File: src/rtl/mant_scheduler.sv
// mant_scheduler: maintenance scheduler sitting upstream of the 8-bit
// maintenance-count register. Counts usage events, raises a maintenance
// alert at the usage limit, issues a one-cycle register enable on technician
// acknowledge, and latches out-of-service once the maintenance budget is spent.
module mant_scheduler #(
    parameter int USO_LIMITE = 10,
    parameter int MANT_MAX   = 5
) (
    input  logic       clk,
    input  logic       reset,
    input  logic       uso,
    input  logic       ack_mant,
    input  logic [7:0] mant_count,
    output logic       mant_enable,
    output logic [7:0] mant_data,
    output logic       alerta_mant,
    output logic       fuera_servicio,
    output logic [7:0] uso_count,
    output logic [1:0] estado
);

    typedef enum logic [1:0] {
        OPERANDO       = 2'd0,
        ALERTA         = 2'd1,
        MANTENIMIENTO  = 2'd2,
        FUERA_SERVICIO = 2'd3
    } state_t;

    // Last usage count before the limit; the uso that arrives here trips the alert.
    localparam logic [7:0] USO_LAST   = 8'(USO_LIMITE - 1);
    // Budget compared on 9 bits so a register value of 255 cannot wrap to 0.
    localparam logic [8:0] MANT_MAX_9 = 9'(MANT_MAX);

    state_t     state_r;
    state_t     state_nxt_s;
    logic [7:0] uso_count_r;
    logic [7:0] uso_count_nxt_s;
    logic [7:0] mant_data_r;
    logic [7:0] mant_data_nxt_s;
    logic       mant_enable_r;
    logic       alerta_mant_r;
    logic       fuera_servicio_r;
    logic       budget_spent_s;

    // Value the register will hold after this maintenance, compared against the budget.
    always_comb begin
        budget_spent_s = (({1'b0, mant_data_r} + 9'd1) >= MANT_MAX_9);
    end

    // Next-state and next-datapath decode; every state holds its values by default.
    always_comb begin
        state_nxt_s     = state_r;
        uso_count_nxt_s = uso_count_r;
        mant_data_nxt_s = mant_data_r;
        case (state_r)
            OPERANDO: begin
                if (uso) begin
                    uso_count_nxt_s = uso_count_r + 8'd1;
                    if (uso_count_r == USO_LAST) begin
                        state_nxt_s = ALERTA;
                    end else begin
                        state_nxt_s = OPERANDO;
                    end
                end else begin
                    uso_count_nxt_s = uso_count_r;
                end
            end
            ALERTA: begin
                // ack wins over a simultaneous uso; the usage event is dropped.
                if (ack_mant) begin
                    mant_data_nxt_s = mant_count;
                    state_nxt_s     = MANTENIMIENTO;
                end else begin
                    state_nxt_s     = ALERTA;
                end
            end
            MANTENIMIENTO: begin
                uso_count_nxt_s = 8'd0;
                if (budget_spent_s) begin
                    state_nxt_s = FUERA_SERVICIO;
                end else begin
                    state_nxt_s = OPERANDO;
                end
            end
            FUERA_SERVICIO: begin
                uso_count_nxt_s = 8'd0;
                state_nxt_s     = FUERA_SERVICIO;
            end
            default: begin
                uso_count_nxt_s = 8'd0;
                state_nxt_s     = OPERANDO;
            end
        endcase
    end

    // State, datapath and registered Moore flags; reset dominates all inputs.
    always_ff @(posedge clk) begin
        if (reset) begin
            state_r          <= OPERANDO;
            uso_count_r      <= 8'd0;
            mant_data_r      <= 8'd0;
            mant_enable_r    <= 1'b0;
            alerta_mant_r    <= 1'b0;
            fuera_servicio_r <= 1'b0;
        end else begin
            state_r          <= state_nxt_s;
            uso_count_r      <= uso_count_nxt_s;
            mant_data_r      <= mant_data_nxt_s;
            mant_enable_r    <= (state_nxt_s == MANTENIMIENTO);
            alerta_mant_r    <= (state_nxt_s == ALERTA);
            fuera_servicio_r <= (state_nxt_s == FUERA_SERVICIO);
        end
    end

    assign mant_enable    = mant_enable_r;
    assign mant_data      = mant_data_r;
    assign alerta_mant    = alerta_mant_r;
    assign fuera_servicio = fuera_servicio_r;
    assign uso_count      = uso_count_r;
    assign estado         = state_r;

endmodule

File: config.mk
export PLATFORM = sky130hd
export DESIGN_NAME = mant_scheduler
export DESIGN_NICKNAME = d
export VERILOG_FILES = /design/src/rtl/mant_scheduler.sv
export SDC_FILE = /design/constraint.sdc
export NUM_CORES = 1
export LEC_CHECK = 0
export ABC_AREA = 0
export CAP_MARGIN = 0
export CORE_ASPECT_RATIO = 1.4
export CORE_MARGIN = 2
export CORE_UTILIZATION = 42
export CTS_CLUSTER_SIZE = 30
export DETAILED_ROUTE_END_ITERATION = 7
export PLACE_DENSITY = 0.84
export SYNTH_ARGS = -nofsm -noshare
export SYNTH_HDL_FRONTEND = slang
export SYNTH_SLANG_ARGS = --single-unit
File: constraint.sdc
create_clock -name clk -period 1.5 [get_ports clk]
set_input_delay 0.3 -clock clk [delete_from_list [all_inputs] [get_ports clk]]
set_output_delay 0.3 -clock clk [all_outputs]
set_load 0.02 [all_outputs]
Word level (Yosys, flattened, before mapping):

Index checks and enable logic that the tools add are counted.
W data, S select, Z words.

* add/sub/neg operators: 2
* $lt $le $gt $ge: 1
* equal/unequal tests: 8
* muxes and demuxes: 7
* reductions and logical operators: 5

Operator list (number)
* $pmux W8 S2: 1
* $add A8 B1 Y9 const B: 1
* $ge A9 B3 Y1 const B: 1
* $add A8 B1 Y8 const B: 1
* $eq A2 B2 Y1 const B: 4
* $eq A8 B4 Y1 const B: 1
* $mux W8: 1
* $pmux W2 S4: 1
* $mux W2: 3
* $eq A2 B1 Y1 const B: 2
* $reduce_and A2 Y1: 2
* $logic_not A2 Y1: 1
* $ne A2 B2 Y1 const B: 1
* $reduce_bool A2 Y1: 1
* $reduce_or A2 Y1: 1
* $mux W1: 1

* register bits after elaboration: 21
* input port bits: 12
* output and inout bits: 21
* logic and storage cells: 29

Logic depth before layout (Yosys ltp):

Gate-level depths: netlist of run 1.

* word-level depth: 5
* mapped depth: 6
* depth with buffers taken out: 6

Least setup slack after synthesis of run 1:

No wires, ideal clock.

* kind: flip-flop to flip-flop
* start point: register mant_data_r[0] (netlist: mant_data[0])
* end point: register state_r[0] (netlist: estado[0])
* setup time: 120 ps
* arrival time: 1423 ps
* required time: 1380 ps
* slack: -43 ps
* stages on the path, launching flop included: 6
* path buffers: 0
* clock period less this slack: 1543 ps
* cells stage by stage: dfxtp_1 inv_2 ha_1 o31ai_1 a311oi_2 or2_1

* longest elaborated chain between the ends: 4

Ends and longest elaborated chain
* start, declared: line 38 `logic [7:0] mant_data_r;`
* start signal, assigned: line 108 `mant_data_r <= mant_data_nxt_s;`
* $add A8 B1 Y9: line 47 `budget_spent_s = (({1'b0, mant_data_r} + 9'd1) >= MANT_MAX_9);`
* $ge A9 B3 Y1: line 47
* $mux W2: line 79 `if (budget_spent_s) begin`
* $pmux W2 S4: line 55 `case (state_r)`
* end signal, assigned: line 106 `state_r <= state_nxt_s;`
* end, declared: line 34 `state_t state_r;`

Every way passes these cells.
A chain may end at the register's enable or synchronous reset.

Final worst setup path of run 1:

* start point: register mant_data_r[0] (netlist: mant_data[0])
* end point: register state_r[1] (netlist: estado[1])

The elaborated chain is that of the path after synthesis.

==> results of run 1 <==
## critical path, delay by kind of cell, from the launching register on
kind,cells,cell delay (ns)
buf+inv,1,0.05
flops,1,0.37
compound gates,2,0.39
fa+ha+maj,1,0.29
simple gates,1,0.22
## flip-flops by register name (all words and copies together) (netlist names)
name,cells
mant_enable,1
alerta_mant,1
uso_count,8
mant_data,8
estado,2
fuera_servicio,1
## routing by layer
| layer | wire, um | vias to the layer above |
|---|---|---|
| li1 | - | 387 |
| met1 | 757 | 349 |
| met2 | 945 | 31 |
| met3 | 92 | 5 |
| met4 | 31 | 0 |
| met5 | 0 | - |
## cells by family after synthesis
group                    Yosys count
AO/OA/AOI/OAI                      6
multiplexers                       8
XOR/XNOR                           8
buffers and inverters             10
adder cells (fa/ha/maj)            4
flip-flops                        21
AND/OR/NAND/NOR                   36
## layout make-up
| cell class | count | area [sq um] |
|---|---|---|
| Fill cell | 185 | 697 |
| Clock buffer | 4 | 26.3 |
| Timing Repair Buffer | 39 | 347 |
| Inverter | 6 | 22.5 |
| Tap cell | 21 | 26.3 |
| Sequential cell | 21 | 424 |
| Multi-Input combinational cell | 62 | 430 |
## how the worst max path moves through the flow
stage                             from   endpoint  depth (start not counted)
after floorplan           mant_data[0]  estado[0]                          5
after global placement             uso  estado[0]                          6
after detailed placement           uso  estado[0]                          6
after CTS                 mant_data[0]  estado[1]                          5
after global routing      mant_data[0]  estado[1]                          5
final                     mant_data[0]  estado[1]                          5
## Yosys cell counts
| cell type | n |
|---|---|
| dfxtp_1 | 21 |
| nor2_1 | 17 |
| mux2i_1 | 8 |
| xor2_1 | 7 |
| inv_1 | 5 |
| ha_1 | 4 |
| nand2_1 | 4 |
| nand4_1 | 4 |
| buf_2 | 2 |
| clkbuf_1 | 2 |
| nand3_1 | 2 |
| or2_1 | 2 |
| a211oi_1 | 1 |
| a21oi_1 | 1 |
| a311oi_2 | 1 |
| and3_1 | 1 |
| and4b_1 | 1 |
| inv_2 | 1 |
| nor2b_1 | 1 |
| nor3_1 | 1 |
| nor4_1 | 1 |
| nor4b_1 | 1 |
| o21ai_0 | 1 |
| o311a_1 | 1 |
| o31ai_1 | 1 |
| or2_2 | 1 |
| xnor2_1 | 1 |
## metrics by stage
stage	total power (uW)	setup slack, ns	hold WS [ns]	instances
2_1_floorplan	619	0.0523	0.384	93
3_5_place_dp	675	-0.0315	0.522	149
3_3_place_gp	672	0.0229	0.508	149
4_1_cts	930	0.0249	0.543	153
6_report	923	0.0720	0.534	153
5_1_grt	966	0.00713	0.583	153
## power by group through the flow
stage | Clock [uW] | Sequential, uW | Combinational, uW
floorplan | 0 | 591 | 27.7
global placement | 0 | 584 | 88.6
detailed placement | 0 | 584 | 90.7
CTS | 272 | 571 | 86.8
global route | 298 | 574 | 93.9
finish | 265 | 572 | 85.7
## what timing repair did
item	in CTS	in global routing
resized for setup	21	2
setup endpoints to repair	21	2
hold buffers	0	0
==> results.md, run 1 <==
- First-pass GRT wire length: 3190 um
- TritonCTS clock tree: done
- Highest-utilization routing layer at the global route stage: met2
- Required @ worst endpoint: roughly 1.7 ns
- Fraction of met2 tracks used by global routing: 31.4%
- Setup TNS after final layout: 0 ns
- Count of buffers from port buffering: 32
- Row count: 19
- Worst Hold Class: flop to flop
- Via count of the first global-routing pass: about 750
- Final weighted congestion in routability-driven placement: 0.904
- Max capacitance violation total: 0
- Hold Crit Endpoint: mant_data[5]
- Clock latency reported for the late side of the worst-skew pair: 0.30 ns
- Share of the core filled with cells in the final layout: 64.7%
- Die span in y: 58.3 um
- Number of vias in the routed layout: 772
- Max stage delay on crit path: between 0.3 and 0.4 ns
- Reported net switching power: 205 uW
- Fraction of power consumed by sequential logic: 62.0%
- Max H-tree Level: 1
- Global-route track usage on met3: 2.15%
- Critical Path AT: 1.63 ns
- Synth Area in Simple Gates: 19.8%
- Most frequent standard cell in the layout excluding fill and tap cells: dlygate4sd2_1
- Die width: around 43 um
- Register-to-Register Path Depth: 5
- Total Wirelength: around 1800 um
- Synthesized netlist cell count: 93
- Netlist area before placement: 886 sq um
- Kind of end point of the critical path: flop
- Adder and majority cell fraction of the synthesized area: 5.65%
- Worst hold path stage count: 2
- Maximum number of buffers from clock root to sink: 2
- Reg-to-reg endpoint: estado[1]
- Setup violators final: 0
- Internal power component: a little over 700 uW
- Peak supply drop: 0.673 mV
- Synth top area share: 47.5%
- Nets: 149
- Number of remaining DRC errors: 0
- Layout Skew: 0.00704 ns
- Remaining max-slew budget at the tightest pin: 78.9%
- Leakage Power: 0.000665 uW
- Pin count of the biggest net entering global routing: 12
- Final Slew Violations: 0
- Mean area per synthesized cell: 9.53 sq um
- Core footprint: 1970 sq um
- Area of the die: 2500 sq um
- Global-route total usage across every layer: between 10% and 20%
- Cell breakdown of the critical path: inv_2 > ha_1 > o31ai_2 > a311oi_2 > or2_1
- Worst-path fanout max: 4
- Sum of overflow across all layers after global routing: 0
- Critical path class: flop to flop
- Fraction of met1 tracks used by global routing: 18.5%
- Portion of total power attributed to combinational logic: 9.3%
- Detailed Route Iter0 Violations: 10
- Hold violation count in the final report: 0
- RR Startpoint: mant_data[0]
- Shortest clock period the worst path allows after layout: 1.43 ns
- Warnings, synthesis: 0
- P per Cell Area: 723 nW/um^2
- Cell with the largest stage delay on the worst path: dfxtp_2
- Pre-Repair DR Iteration Count: 3
- Post-detailed-route via-to-cell ratio: 5.05
- Cell type contributing the most total cell area after synthesis: dfxtp_1
- Dpl hpwl: 1470 um
- Number of antenna violations at the first check in global routing: 0
- Reg-to-reg setup timing slack: between 0.07 and 0.08 ns
- Sequential share of the synthesized area: 47.5%
- Number of sinks driven by the clock tree: 21
- Area growth from synthesis to final layout: 44.1%
- Root cell of the clock tree: clkbuf_4
- Outcome: complete, no violations
- Highest attainable clock frequency: 700 MHz
- Distinct cell type count of the synthesized netlist: 27
- Post-CTS setup buffer count: 0
- XOR/XNOR share of the synthesized area: 7.91%
- Largest family of logic cells by synthesized area: simple AND/OR/NAND/NOR gates
- Clock-pin slew reported for the worst setup and hold paths after clock tree synthesis: 0.11 ns
- Effective utilization at floorplan: 44.9%
- Number of nets in the synthesized netlist: ~110
- Critical hold path startpoint: mant_data[5]
- Final design area excluding fillers: 1280 sq um
- Ratio of cells with drive above 1 in the final layout: 12.9%
- Final Cycle Share: a little over nine tenths
- Sw Ratio: 22.2%
- #FFs+latches synth: 21
- Worst Setup Start Kind: flop
- Transition time of the tightest slew-check pin: 0.314 ns
- Number of top-level pins: 33
- Number of buffers created by CTS: 3
- Count of antenna-violating nets left after detailed routing: 0
- Routed WL per cell: 11.9 um
- Largest cells by area after synthesis: dfxtp_1, mux2i_1, nor2_1
- Share of total power in the clock network: between 20 and 30%
- Top library cells by usage in the layout, fill and taps aside: dlygate4sd2_1, dfxtp_1, nor2_1, clkdlybuf4s50_1, mux2i_1
- Portion of netlist area occupied by mux cells: 9.04%
- Compound-gate portion of the synthesized area: under 10%
- Cell Area, Placed: 1270 sq um
- Antenna diodes: 0
- Unrepaired setup endpoints after global routing: false
No activity file was read; power rests on OpenSTA's default activity.
==> inputs of run 2 (changes only) <==
--- a/config.mk
+++ b/config.mk
@@ -8,11 +8,11 @@
 export ABC_AREA = 0
 export CAP_MARGIN = 0
 export CORE_ASPECT_RATIO = 1.4
-export CORE_MARGIN = 2
 export CORE_UTILIZATION = 42
 export CTS_CLUSTER_SIZE = 30
 export DETAILED_ROUTE_END_ITERATION = 7
 export PLACE_DENSITY = 0.84
+export SETUP_SLACK_MARGIN = 0.5
 export SYNTH_ARGS = -nofsm -noshare
 export SYNTH_HDL_FRONTEND = slang
 export SYNTH_SLANG_ARGS = --single-unit
==> run 2 against run 1 <==
  * Sequential share of layout area down 3.7 points
  * Power is 3.2% higher
  * Worst setup slack gained 0.017 ns
  * Hold slack worse by 0.060 ns
  * Utilization is 18 points higher
  * Design area increased by 28%
  * First-iteration DRC count down 30%
  * Sequential power decreased by 3.5%
  * Wire length up 34%
  * Register-to-register slack better by 0.02 ns
  * Non-clock buffer count rose by 14
  * Via count increased by 12%
  * Critical path type unchanged
  * Critical endpoint unchanged
  * Largest cell class unchanged
  * Largest power group unchanged
==> results.md, run 2 (synthesis results as in run 1) <==
- Pre-Repair DR Iteration Count: 4
- Total power draw: 952 uW
- Number of antenna violations at the first check in global routing: 0
- Highest attainable clock frequency: around 700 MHz
- Layout Skew: 0.00672 ns
- Count of buffering cells on the critical path with inverters included: 0
- Final Slew Violations: 0
- Root cell of the clock tree: clkbuf_4
- Critical Path AT: 1.61 ns
- Area growth from synthesis to final layout: 84.0%
- Max stage delay on crit path: 0.38 ns
- Leakage Power: roughly 0.00074 uW
- Die width: 40.8 um
- Filler Cells Inserted: 117
- Total stage count of the critical path: 4
- Antenna diodes: 0
- Most frequent standard cell in the layout excluding fill and tap cells: buf_6
- Post-detailed-route via-to-cell ratio: 5.17
- Post-CTS Hold Buffers: 0
- Outcome: complete, no violations
- P per Cell Area: 584 nW/um^2
- Dpl hpwl: approximately 1400 um
- Via count of the first global-routing pass: 806
- Top library cells by usage in the layout, fill and taps aside: buf_6, nor2_1, buf_4, dfxtp_4
- Critical path class: flop to flop
- Maximum number of buffers from clock root to sink: 2
- Area taken by multi-input logic gates: ~550 sq um
- Core footprint: just under 2000 sq um
- Nets: 163
- Routed WL per cell: 14.7 um
- Area used by sequential logic in the layout: 482 sq um
- Hold violation count in the final report: 0
- Cell Area, Placed: 1320 sq um
- Number of remaining DRC errors: 0
- Clock latency reported for the late side of the worst-skew pair: 0.30 ns
- Worst Setup Start Kind: flop
- Peak supply drop: 0.643 mV
- Die span in y: 56.3 um
- Share of the core filled with cells in the final layout: between 80% and 90%
- Area of the die: around 2300 sq um
- Kind of end point of the critical path: flop
- Max H-tree Level: 1
- Ratio of cells with drive above 1 in the final layout: 58.9%
- Worst Hold Class: input port to flop
- Worst hold path stage count: 2
- First-pass GRT wire length: 3450 um
- Reg-to-reg setup timing slack: 0.09 ns
- Final design area excluding fillers: 1630 sq um
- Count of buffers from port buffering: 32
- Shortest clock period the worst path allows after layout: 1.41 ns
- Clock-pin slew reported for the worst setup and hold paths after clock tree synthesis: 0.10 ns
- Count of antenna-violating nets left after detailed routing: 0
- Number of buffers created by CTS: 3
- Unrepaired setup endpoints after global routing: true
- Required @ worst endpoint: 1.70 ns
- Detailed Route Iter0 Violations: 7
- Minimum hold slack: between 0.4 and 0.5 ns
- Total Wirelength: between 2000 and 2500 um
- Count of placed standard cells in the final layout, fillers left out: approximately 170
- Row count: 19
- Worst-path fanout max: 4
- Worst path top cell family by delay: simple AND/OR/NAND/NOR gates
- Number of vias in the routed layout: 864
- Effective utilization at floorplan: 44.9%
- Number of top-level pins: 33
- Transition time of the tightest slew-check pin: 0.314 ns
- Pin count of the biggest net entering global routing: 12
- Global-route total usage across every layer: a little over a fifth
- Cell with the largest stage delay on the worst path: dfxtp_4
- Final weighted congestion in routability-driven placement: 0.627
- Setup violators final: 0
- Cell breakdown of the critical path: nor4_4 > o311a_1 > a311oi_2 > or2_1
- Register-to-Register Path Depth: 4
- Max capacitance violation total: 0
- Remaining max-slew budget at the tightest pin: between 70 and 80%
- Sum of overflow across all layers after global routing: 0
- Number of sinks driven by the clock tree: 21
- Final Cycle Share: 94.0%
- Post-Place Cells: 146
- TritonCTS clock tree: done
## run 2: cell types whose count changed in the layout (fill, tap and decap cells not counted), moves of 2 or more
cell,before,now
nand2_2,0,2
dfxtp_2,3,7
clkdlybuf4s50_1,11,8
ha_4,0,3
nand2_1,4,2
inv_1,5,3
dfxtp_1,18,0
ha_1,4,1
dlygate4sd2_1,21,3
buf_6,0,27
buf_4,7,15
dfxtp_4,0,14
## run 2: worst paths after layout
path | from | to
worst min-delay path | reset | alerta_mant
worst min register to register | estado[1] | fuera_servicio
worst max-delay path | estado[0] | estado[1]
worst max register to register | estado[0] | estado[1]
## run 2: layer usage
| layer | global-route usage (%) | part of all wire, % |
|---|---|---|
| met5 | 0 | 0 |
| met2 | 37.5 | 56 |
| met3 | 2.37 | 4.4 |
| met4 | 8.57 | 4.0 |
| met1 | 24.2 | 36 |
## run 2: where the power goes
part | total [uW] | switching (uW) | internal, uW
clock network | 268 | 164 | 104
logic | 132 | 53.8 | 78.6
registers | 552 | 8.99 | 543
total | 952 | 227 | 725
## run 2: area by class of cell
class | instances | area share, %
clock buffer | 4 | 1.61
timing repair buffer | 53 | 32.1
sequential | 21 | 29.5
inverter | 6 | 1.53
tap | 21 | 1.61
multi-input combinational | 62 | 33.6
## run 2: stage by stage
stage               TNS (ns)  setup WS, ns
global placement           0        0.0176
global route               0        0.0692
finish                     0        0.0893
CTS                        0         0.142
detailed placement  -0.00515      -0.00515
floorplan                  0         0.214
## run 2: what timing repair did
action / CTS / global route
setup endpoints to repair: 41 / 40
pin swaps: 11 / 12
gates resized for setup: 143 / 26
setup buffers: 9 / 8
